File: src/rtl/vram_scheduler.sv
// Single-port VRAM arbiter: video fetch > CPU access > background screen fill.
// One grant per clock; all VRAM-side outputs are registered.
module vram_scheduler #(
  parameter int unsigned WORDS    = 12288,
  parameter logic [15:0] WIN_BASE = 16'h9000
) (
  input  logic        clk_sys,
  input  logic        reset,
  input  logic        vid_req,
  input  logic [13:0] vid_addr,
  output logic [15:0] vid_data,
  output logic        vid_valid,
  input  logic        cpu_req,
  input  logic        cpu_we,
  input  logic [15:0] cpu_addr,
  input  logic [7:0]  cpu_din,
  input  logic [7:0]  cpu_color,
  output logic [7:0]  cpu_dout,
  output logic        cpu_ack,
  input  logic        fill_start,
  input  logic [7:0]  fill_color,
  output logic        fill_busy,
  output logic [13:0] mem_addr,
  output logic [15:0] mem_wdata,
  output logic        mem_we,
  input  logic [15:0] mem_rdata
);

  localparam logic [13:0] LastAddr = 14'(WORDS - 1);
  localparam logic [13:0] WinOff   = WIN_BASE[13:0];

  typedef enum logic [1:0] {CIdle, CPend, CWait, CDone} cpu_state_e;

  cpu_state_e  cpu_state_q, cpu_state_d;
  logic        cpu_we_q, cpu_oow_q, cpu_hold_q, cpu_hold_d, cpu_latch;
  logic [13:0] cpu_addr_q;
  logic [7:0]  cpu_din_q, cpu_color_q, cpu_dout_q, cpu_dout_d;
  logic        cpu_ack_q, cpu_ack_d, in_win;

  logic        vid_pend_q, vid_pend_d, vid_s1_q, vid_s2_q, vid_valid_q;
  logic [13:0] vid_addr_q, vid_addr_d;
  logic [15:0] vid_data_q, vid_data_d;

  logic        fill_busy_q, fill_busy_d;
  logic [13:0] fill_cnt_q, fill_cnt_d;
  logic [7:0]  fill_color_q, fill_color_d;

  logic        mem_we_q, mem_we_d;
  logic [13:0] mem_addr_q, mem_addr_d;
  logic [15:0] mem_wdata_q, mem_wdata_d;

  logic        vid_gnt, cpu_gnt, fill_gnt;

  assign in_win = (cpu_addr[15:14] == 2'b10) && (cpu_addr[13:12] != 2'b00);

  // A strobe landing on a still-pending fetch replaces it, so hold the grant one clock.
  assign vid_gnt  = vid_pend_q & ~vid_req;
  assign cpu_gnt  = ~vid_gnt & (cpu_state_q == CPend);
  assign fill_gnt = ~vid_gnt & ~cpu_gnt & fill_busy_q;

  always_comb begin
    cpu_state_d = cpu_state_q;
    cpu_hold_d  = 1'b0;
    cpu_ack_d   = 1'b0;
    cpu_dout_d  = cpu_dout_q;
    cpu_latch   = 1'b0;
    unique case (cpu_state_q)
      CIdle: begin
        if (cpu_req && !cpu_hold_q) begin
          cpu_latch   = 1'b1;
          cpu_state_d = in_win ? CPend : CDone;
        end
      end
      CPend: if (cpu_gnt) cpu_state_d = CWait;
      CWait: cpu_state_d = CDone;
      CDone: begin
        cpu_ack_d = 1'b1;
        if (cpu_oow_q)     cpu_dout_d = 8'hFF;
        else if (!cpu_we_q) cpu_dout_d = mem_rdata[7:0];
        // Skip one sample of cpu_req so a request still held during ack is not re-served.
        cpu_hold_d  = 1'b1;
        cpu_state_d = CIdle;
      end
      default: cpu_state_d = CIdle;
    endcase
  end

  always_comb begin
    mem_we_d    = 1'b0;
    mem_addr_d  = mem_addr_q;
    mem_wdata_d = mem_wdata_q;
    if (vid_gnt) begin
      mem_addr_d = vid_addr_q;
    end else if (cpu_gnt) begin
      mem_addr_d = cpu_addr_q;
      mem_we_d   = cpu_we_q;
      if (cpu_we_q) mem_wdata_d = {cpu_color_q, cpu_din_q};
    end else if (fill_gnt) begin
      mem_addr_d  = fill_cnt_q;
      mem_we_d    = 1'b1;
      mem_wdata_d = {fill_color_q, 8'h00};
    end
  end

  always_comb begin
    fill_busy_d  = fill_busy_q;
    fill_cnt_d   = fill_cnt_q;
    fill_color_d = fill_color_q;
    if (!fill_busy_q && fill_start) begin
      fill_busy_d  = 1'b1;
      fill_cnt_d   = '0;
      fill_color_d = fill_color;
    end else if (fill_gnt) begin
      if (fill_cnt_q == LastAddr) begin
        fill_busy_d = 1'b0;
        fill_cnt_d  = '0;
      end else begin
        fill_cnt_d = fill_cnt_q + 14'd1;
      end
    end
  end

  always_comb begin
    vid_pend_d = vid_req | (vid_pend_q & ~vid_gnt);
    vid_addr_d = vid_req ? vid_addr : vid_addr_q;
    vid_data_d = vid_s2_q ? mem_rdata : vid_data_q;
  end

  always_ff @(posedge clk_sys or posedge reset) begin
    if (reset) begin
      cpu_state_q  <= CIdle;
      cpu_we_q     <= 1'b0;
      cpu_oow_q    <= 1'b0;
      cpu_hold_q   <= 1'b0;
      cpu_addr_q   <= '0;
      cpu_din_q    <= '0;
      cpu_color_q  <= '0;
      cpu_dout_q   <= '0;
      cpu_ack_q    <= 1'b0;
      vid_pend_q   <= 1'b0;
      vid_addr_q   <= '0;
      vid_s1_q     <= 1'b0;
      vid_s2_q     <= 1'b0;
      vid_valid_q  <= 1'b0;
      vid_data_q   <= '0;
      fill_busy_q  <= 1'b0;
      fill_cnt_q   <= '0;
      fill_color_q <= '0;
      mem_we_q     <= 1'b0;
      mem_addr_q   <= '0;
      mem_wdata_q  <= '0;
    end else begin
      cpu_state_q  <= cpu_state_d;
      cpu_hold_q   <= cpu_hold_d;
      cpu_dout_q   <= cpu_dout_d;
      cpu_ack_q    <= cpu_ack_d;
      if (cpu_latch) begin
        cpu_we_q    <= cpu_we;
        cpu_oow_q   <= ~in_win;
        cpu_addr_q  <= cpu_addr[13:0] - WinOff;
        cpu_din_q   <= cpu_din;
        cpu_color_q <= cpu_color;
      end
      vid_pend_q   <= vid_pend_d;
      vid_addr_q   <= vid_addr_d;
      vid_s1_q     <= vid_gnt;
      vid_s2_q     <= vid_s1_q;
      vid_valid_q  <= vid_s2_q;
      vid_data_q   <= vid_data_d;
      fill_busy_q  <= fill_busy_d;
      fill_cnt_q   <= fill_cnt_d;
      fill_color_q <= fill_color_d;
      mem_we_q     <= mem_we_d;
      mem_addr_q   <= mem_addr_d;
      mem_wdata_q  <= mem_wdata_d;
    end
  end

  assign vid_data  = vid_data_q;
  assign vid_valid = vid_valid_q;
  assign cpu_dout  = cpu_dout_q;
  assign cpu_ack   = cpu_ack_q;
  assign fill_busy = fill_busy_q;
  assign mem_addr  = mem_addr_q;
  assign mem_wdata = mem_wdata_q;
  assign mem_we    = mem_we_q;

endmodule

File: config.mk
export PLATFORM = sky130hd
export DESIGN_NAME = vram_scheduler
export DESIGN_NICKNAME = d
export VERILOG_FILES = /design/src/rtl/vram_scheduler.sv
export SDC_FILE = /design/constraint.sdc
export NUM_CORES = 1
export LEC_CHECK = 0
export CAP_MARGIN = 20
export CORE_MARGIN = 2
export CORE_UTILIZATION = 54
export DETAILED_ROUTE_END_ITERATION = 10
export PLACE_DENSITY = 0.84
export SYNTH_ARGS = -nofsm -noshare
export SYNTH_HDL_FRONTEND = slang
export SYNTH_SLANG_ARGS = --single-unit
export TNS_END_PERCENT = 100
File: constraint.sdc
create_clock -name clk_sys -period 13.5 [get_ports clk_sys]
set_input_delay 2.7 -clock clk_sys [delete_from_list [all_inputs] [get_ports clk_sys]]
set_output_delay 2.7 -clock clk_sys [all_outputs]
set_load 0.05 [all_outputs]
* Word-level counts from Yosys, hierarchy flattened
Cells that the tools add are included.
Word-level totals: flip-flop bits (word level) 131, bits of input ports 76
Operators by class: add/subtract/negate cells 2, equality and inequality tests 9, multiplexer cells 24, bitwise operators 10, reduce and logical (&&, ||, !) cells 15
Operators with widths (number):
- 14-bit 2-to-1 mux | 6
- 16-bit 2-to-1 mux | 3
- 8-bit 2-to-1 mux | 2
- 14-bit by 1-bit adder with 14-bit output (second input constant) | 1
- 14-bit equality test (second input constant) | 1
- 14-bit by 13-bit subtractor with 14-bit output (second input constant) | 1
- 1-bit 2-to-1 mux | 9
- 2-bit case mux with 4 select lines | 1
- 2-bit nonzero test | 4
- 2-bit equality test (second input constant) | 3
- 2-bit 2-to-1 mux | 3
- 2-bit inequality test (second input constant) | 3
- 2-bit AND reduction | 3
- 1-bit bitwise AND | 5
- 1-bit inverter | 4
- 1-bit logical AND | 3
- 3-bit AND reduction | 1
- 3-bit nonzero test | 1
- 2-bit by 1-bit equality test with 1-bit output (second input constant) | 1
- 1-bit zero test | 2
- 2-bit zero test | 1
- 2-bit by 1-bit inequality test with 1-bit output (second input constant) | 1
- 1-bit bitwise OR | 1

* Logic depth before layout (Yosys ltp)
depth in word-level cells 10, gate-level depth with buffers 10, depth with buffers taken out 7

* Least setup slack after synthesis
OpenSTA, ideal clock, no wires.
kind input -> register, start point input vid_req, end point register mem_addr_q[0] (netlist: mem_addr[0]), setup time 0.137 ns, data arrival time 3.829 ns, required time 13.363 ns, slack 9.534 ns, stages on the path 8, path buffers 3, cell sequence buf_2 -> nand2b_2 -> inv_2 -> or3_1 -> buf_2 -> buf_2 -> o22ai_1 -> a21oi_1
On the way: longest elaborated chain between the ends 8, elaborated cells on any way between the ends 10, classes of those cells 2 x mux; 7 x bitwise; 1 x reduce/logical
RTL lines:
- start: declaration | line 9 | input logic vid_req,
- 1-bit inverter * | line 57 | assign vid_gnt = vid_pend_q & ~vid_req;
- 1-bit bitwise AND * | line 57
- via vid_gnt | line 52 | logic vid_gnt, cpu_gnt, fill_gnt;
- 1-bit inverter (no line)
- 1-bit bitwise AND | line 58 | assign cpu_gnt = ~vid_gnt & (cpu_state_q == CPend);
- 1-bit inverter | line 59 | assign fill_gnt = ~vid_gnt & ~cpu_gnt & fill_busy_q;
- 1-bit bitwise AND (2 in a row) | line 59
- 3-bit nonzero test (no line)
- end signal: assignment | line 174 | mem_addr_q <= mem_addr_d;
- end: declaration | line 49 | logic [13:0] mem_addr_q, mem_addr_d;
Mark *: on every way through the listed nets, which the timed path passes. The rest lies on a longest branch. A chain may end at the register's enable or synchronous reset.

* Worst setup path after layout
start point input vid_req, end point register fill_cnt_q[13]
On the way: longest elaborated chain between the ends 8
RTL lines:
- 1-bit inverter * | line 57
- 1-bit bitwise AND * | line 57
- 1-bit inverter (no line) *
- 1-bit bitwise AND | line 58
- 1-bit inverter | line 59
- 1-bit bitwise AND * (2 in a row) | line 59
- 2-bit nonzero test (no line) *
- end signal: assignment | line 171 | fill_cnt_q <= fill_cnt_d;
- end: declaration | line 45 | logic [13:0] fill_cnt_q, fill_cnt_d;
Every way passes the cells marked *; elsewhere a longest branch is shown, timed or not.

==> results.yml <==
pwr:
  p_leak_nw: 3.24
  irDropWorstVdd_uv: 151
  p_per_area_nw_per_um2: 232
  total_power_w: 0.00176
critical_path:
  worst_r2r_startpoint: "cpu_state_q[1]"
  worst_path_max_delay_cell: "clkdlybuf4s50_1"
  startpoint_type: "input pin"
  path_buf_inv: 1
  cp-end-kind: "flip-flop"
  reg2reg_to: "mem_wdata[8]"
  reg2reg_depth: 7
  cp_data_required_time_ns: 13.94
  slowest_delay_ns: 0.90
  cp_top_family: "simple AND/OR/NAND/NOR gates"
  crit_chain: "clkdlybuf4s50_1, nand2b_2, a21oi_2, or4_1, a21oi_1"
  critical_path_class: "input pin to flip-flop"
  crit_fanout: 32
  reg2reg_slack_ns: 10.88
  crit_arrival_ns: 5.38
floorplan:
  io_pins: 134
  fp.dieW_um: 106
  dieArea_um2: 11200
  die_h_um: 106
  rows: 37
  core_region_area_um2: 10200
  start_util_pct: 55.0
timing:
  setup_viol: 0
  drv_slew: 0
  max_freq_ghz: 0.203
  setup_tns_ns: 0
  hold_viol_final: 0
  worstMarginPinSlew_ns: 0.861
  final.min_clock_period_ns: 4.94
  rsz0062_at_grt: "false"
  slew_headroom_pct: 42.6
  worst_slack_ns: 8.56
  min_period_over_period_pct: 36.6
  finClkSkew_ns: 0.00911
detailed_routing:
  met3_length_um: 567
  ant_nets: 0
  drt_iter0_markers: 293
  firstDrtPassIters: 4
  viasPerCell: 5.59
  topRoutingLayerUsed: "met4"
  routed_wl_um: 13000
  post_drt_wl_per_cell_um: 17.3
  wl_met2_um: 6640
  dr_total_vias: 4198
  wl_met1_um: 5550
  drc: 0
logic_synthesis:
  synth_ff_type: "dfrtp_1"
  yosys-top-cells-area: "dfrtp_1 59%, mux2_2 13%, a21oi_1 3.0%, nand2_1 2.9%, nor2_1 2.1%"
  synth_edf_count: 0
  synth_most_common_cell: "dfrtp_1"
  yosys.area.top_type: "dfrtp_1"
  ys_top_cells_by_count: "131 x dfrtp_1, 67 x mux2_2, 43 x nand2_1"
  synth_nets: 559
  async_flop_share_pct: 100
  synth_warnings: 0
  syn_avg_cell_area_um2: 11.8
  ys_seq_area_share_pct: 58.6
  syn_area_um2: 5600
  synth.top_cell.area_share_pct: 58.6
  synth_cell_types: 43
  synth_seq_cells: 131
  synth_cells: 476
cts:
  postCtsHoldBufs: 0
  cts_made_buffers: 17
  post-cts-setup-buffer-count: 0
  postCtsResizedCells: 0
  worst_skew_pair.late_latency_ns: 0.52
  root_buffer: "clkbuf_8"
  cts_max_path_buffers: 2
  clk_pin_slew_worst_paths_ns: 0.06
  htreeDepth: 4
  cts_tree: "yes"
  cts.sinks: 131
global_routing:
  grt_pass1_wl_um: 21300
  grt_pass1_vias: 4516
  antenna_found_initial: 0
  globalRouteOverflowTotal: 0
  grt_max_degree: 87
  grt_use_total_pct: 24.1
job:
  cap_viol_max_count: 0
final_layout:
  final_cells: 751
  fill_cells: 630
  diodes: 0
  area_delta_synth_final_pct: 35.6
  stdcell_area_um2: 7590
  final_nets: 685
  drive_gt1_share_pct: 19.0
placed_design:
  gp_congestion: 0.833
  dpl_cell_area_um2: 6970
  dp_cells: 717
  io_buffers: 133
  dp_slack_ns: 7.77
  hpwl_um: 8790
min_path:
  min_path_type: "flip-flop to flip-flop"
  min_path_cells: 0
  holdPathEnd: "vid_s2_q"
  hp-start: "vid_s1_q"
run_status:
  run_status: "completed"
[worst max-delay path by stage]
stage	slack (ns)	cells past startpoint	from	endpoint
finish	8.56	5	vid_req	fill_cnt_q[13]
global placement	7.98	6	vid_req	mem_wdata[11]
floorplan	7.30	1	reset	cpu_ack
detailed placement	7.77	6	vid_req	mem_wdata[8]
global route	8.34	5	vid_req	fill_cnt_q[11]
CTS	8.29	6	vid_req	mem_wdata[8]
[final cells by class]
| class | count | area [µm²] | area share, % |
|---|---|---|---|
| flip-flops and latches | 131 | 3280 | 43.2 |
| multi-input cells | 296 | 2100 | 27.7 |
| repair buffers | 137 | 1380 | 18.2 |
| clock buffers | 18 | 418 | 5.51 |
| well taps | 136 | 170 | 2.24 |
| clock inverters | 14 | 169 | 2.23 |
| inverters | 19 | 73.8 | 0.973 |
[through the flow]
step	hold WS, ns	util (%)
floorplan	0.331	-
global placement	0.333	68.4
detailed placement	0.337	68.4
CTS	0.350	74.2
global route	0.354	74.5
finish	0.350	74.5
[state kept, by name, summed over array words and instances, names as in the netlist, 2 cells and up]
signal        count
mem_wdata        16
cpu_state_q       2
cpu_dout          8
cpu_addr_q       14
cpu_color_q       8
vid_addr_q       14
fill_cnt_q       14
cpu_din_q         8
fill_color_q      8
mem_addr         14
vid_data         16
[cell families after synthesis]
family	after synthesis	share of synthesized area, %
buffers and inverters	49	3.96
muxes	67	13.5
and+or+nand+nor	119	10.3
AOI/OAI and AO/OA	102	12.0
DFF	131	58.6
xor gates and xnor gates	1	0.156
adders and majority gates	7	1.56
[worst register-to-register path, delay by kind of cell, from the launching register on]
kind,cells,cell delay (ns)
buf+inv,3,0.83
fa+ha+maj,1,0.60
simple gates,2,0.50
flops,1,0.41
compound gates,1,0.20
[layer usage]
layer / vias to the layer above / global-route usage [%]
met2: 127 / 40.7
met5: - / 0
li1: 1947 / -
met4: 0 / 10.1
met1: 2099 / 30.4
met3: 25 / 4.70
[cells in the final DEF, fill, tap and decap left out, types with 2 or more instances in the layout]
| cell | n |
|---|---|
| clkinv_4 | 4 |
| nand2_1 | 43 |
| o22ai_1 | 15 |
| nor2_1 | 32 |
| dfrtp_1 | 131 |
| inv_1 | 16 |
| inv_8 | 2 |
| buf_4 | 3 |
| inv_2 | 2 |
| o211ai_1 | 2 |
| or4_1 | 7 |
| clkdlybuf4s50_1 | 133 |
| inv_6 | 5 |
| o21ai_0 | 11 |
| bufinv_16 | 2 |
| clkbuf_16 | 16 |
| or2_2 | 2 |
| nand2b_1 | 4 |
| a21oi_1 | 33 |
| or3_1 | 4 |
| o2bb2ai_1 | 13 |
| nand4_1 | 3 |
| o22a_1 | 9 |
| a31oi_1 | 8 |
| o31ai_1 | 6 |
| or3_2 | 2 |
| ha_1 | 7 |
| mux2_2 | 67 |
| nand3_1 | 12 |
[power by group]
part	internal [W]	switching [W]	total [W]	leakage (nW)
Sequential	0.000525	0.000101	0.000626	1.58
Combinational	0.000267	0.000418	0.000686	1.38
Clock	0.000269	0.000184	0.000453	0.285
Note: power is estimated with default switching activity, not from simulation.
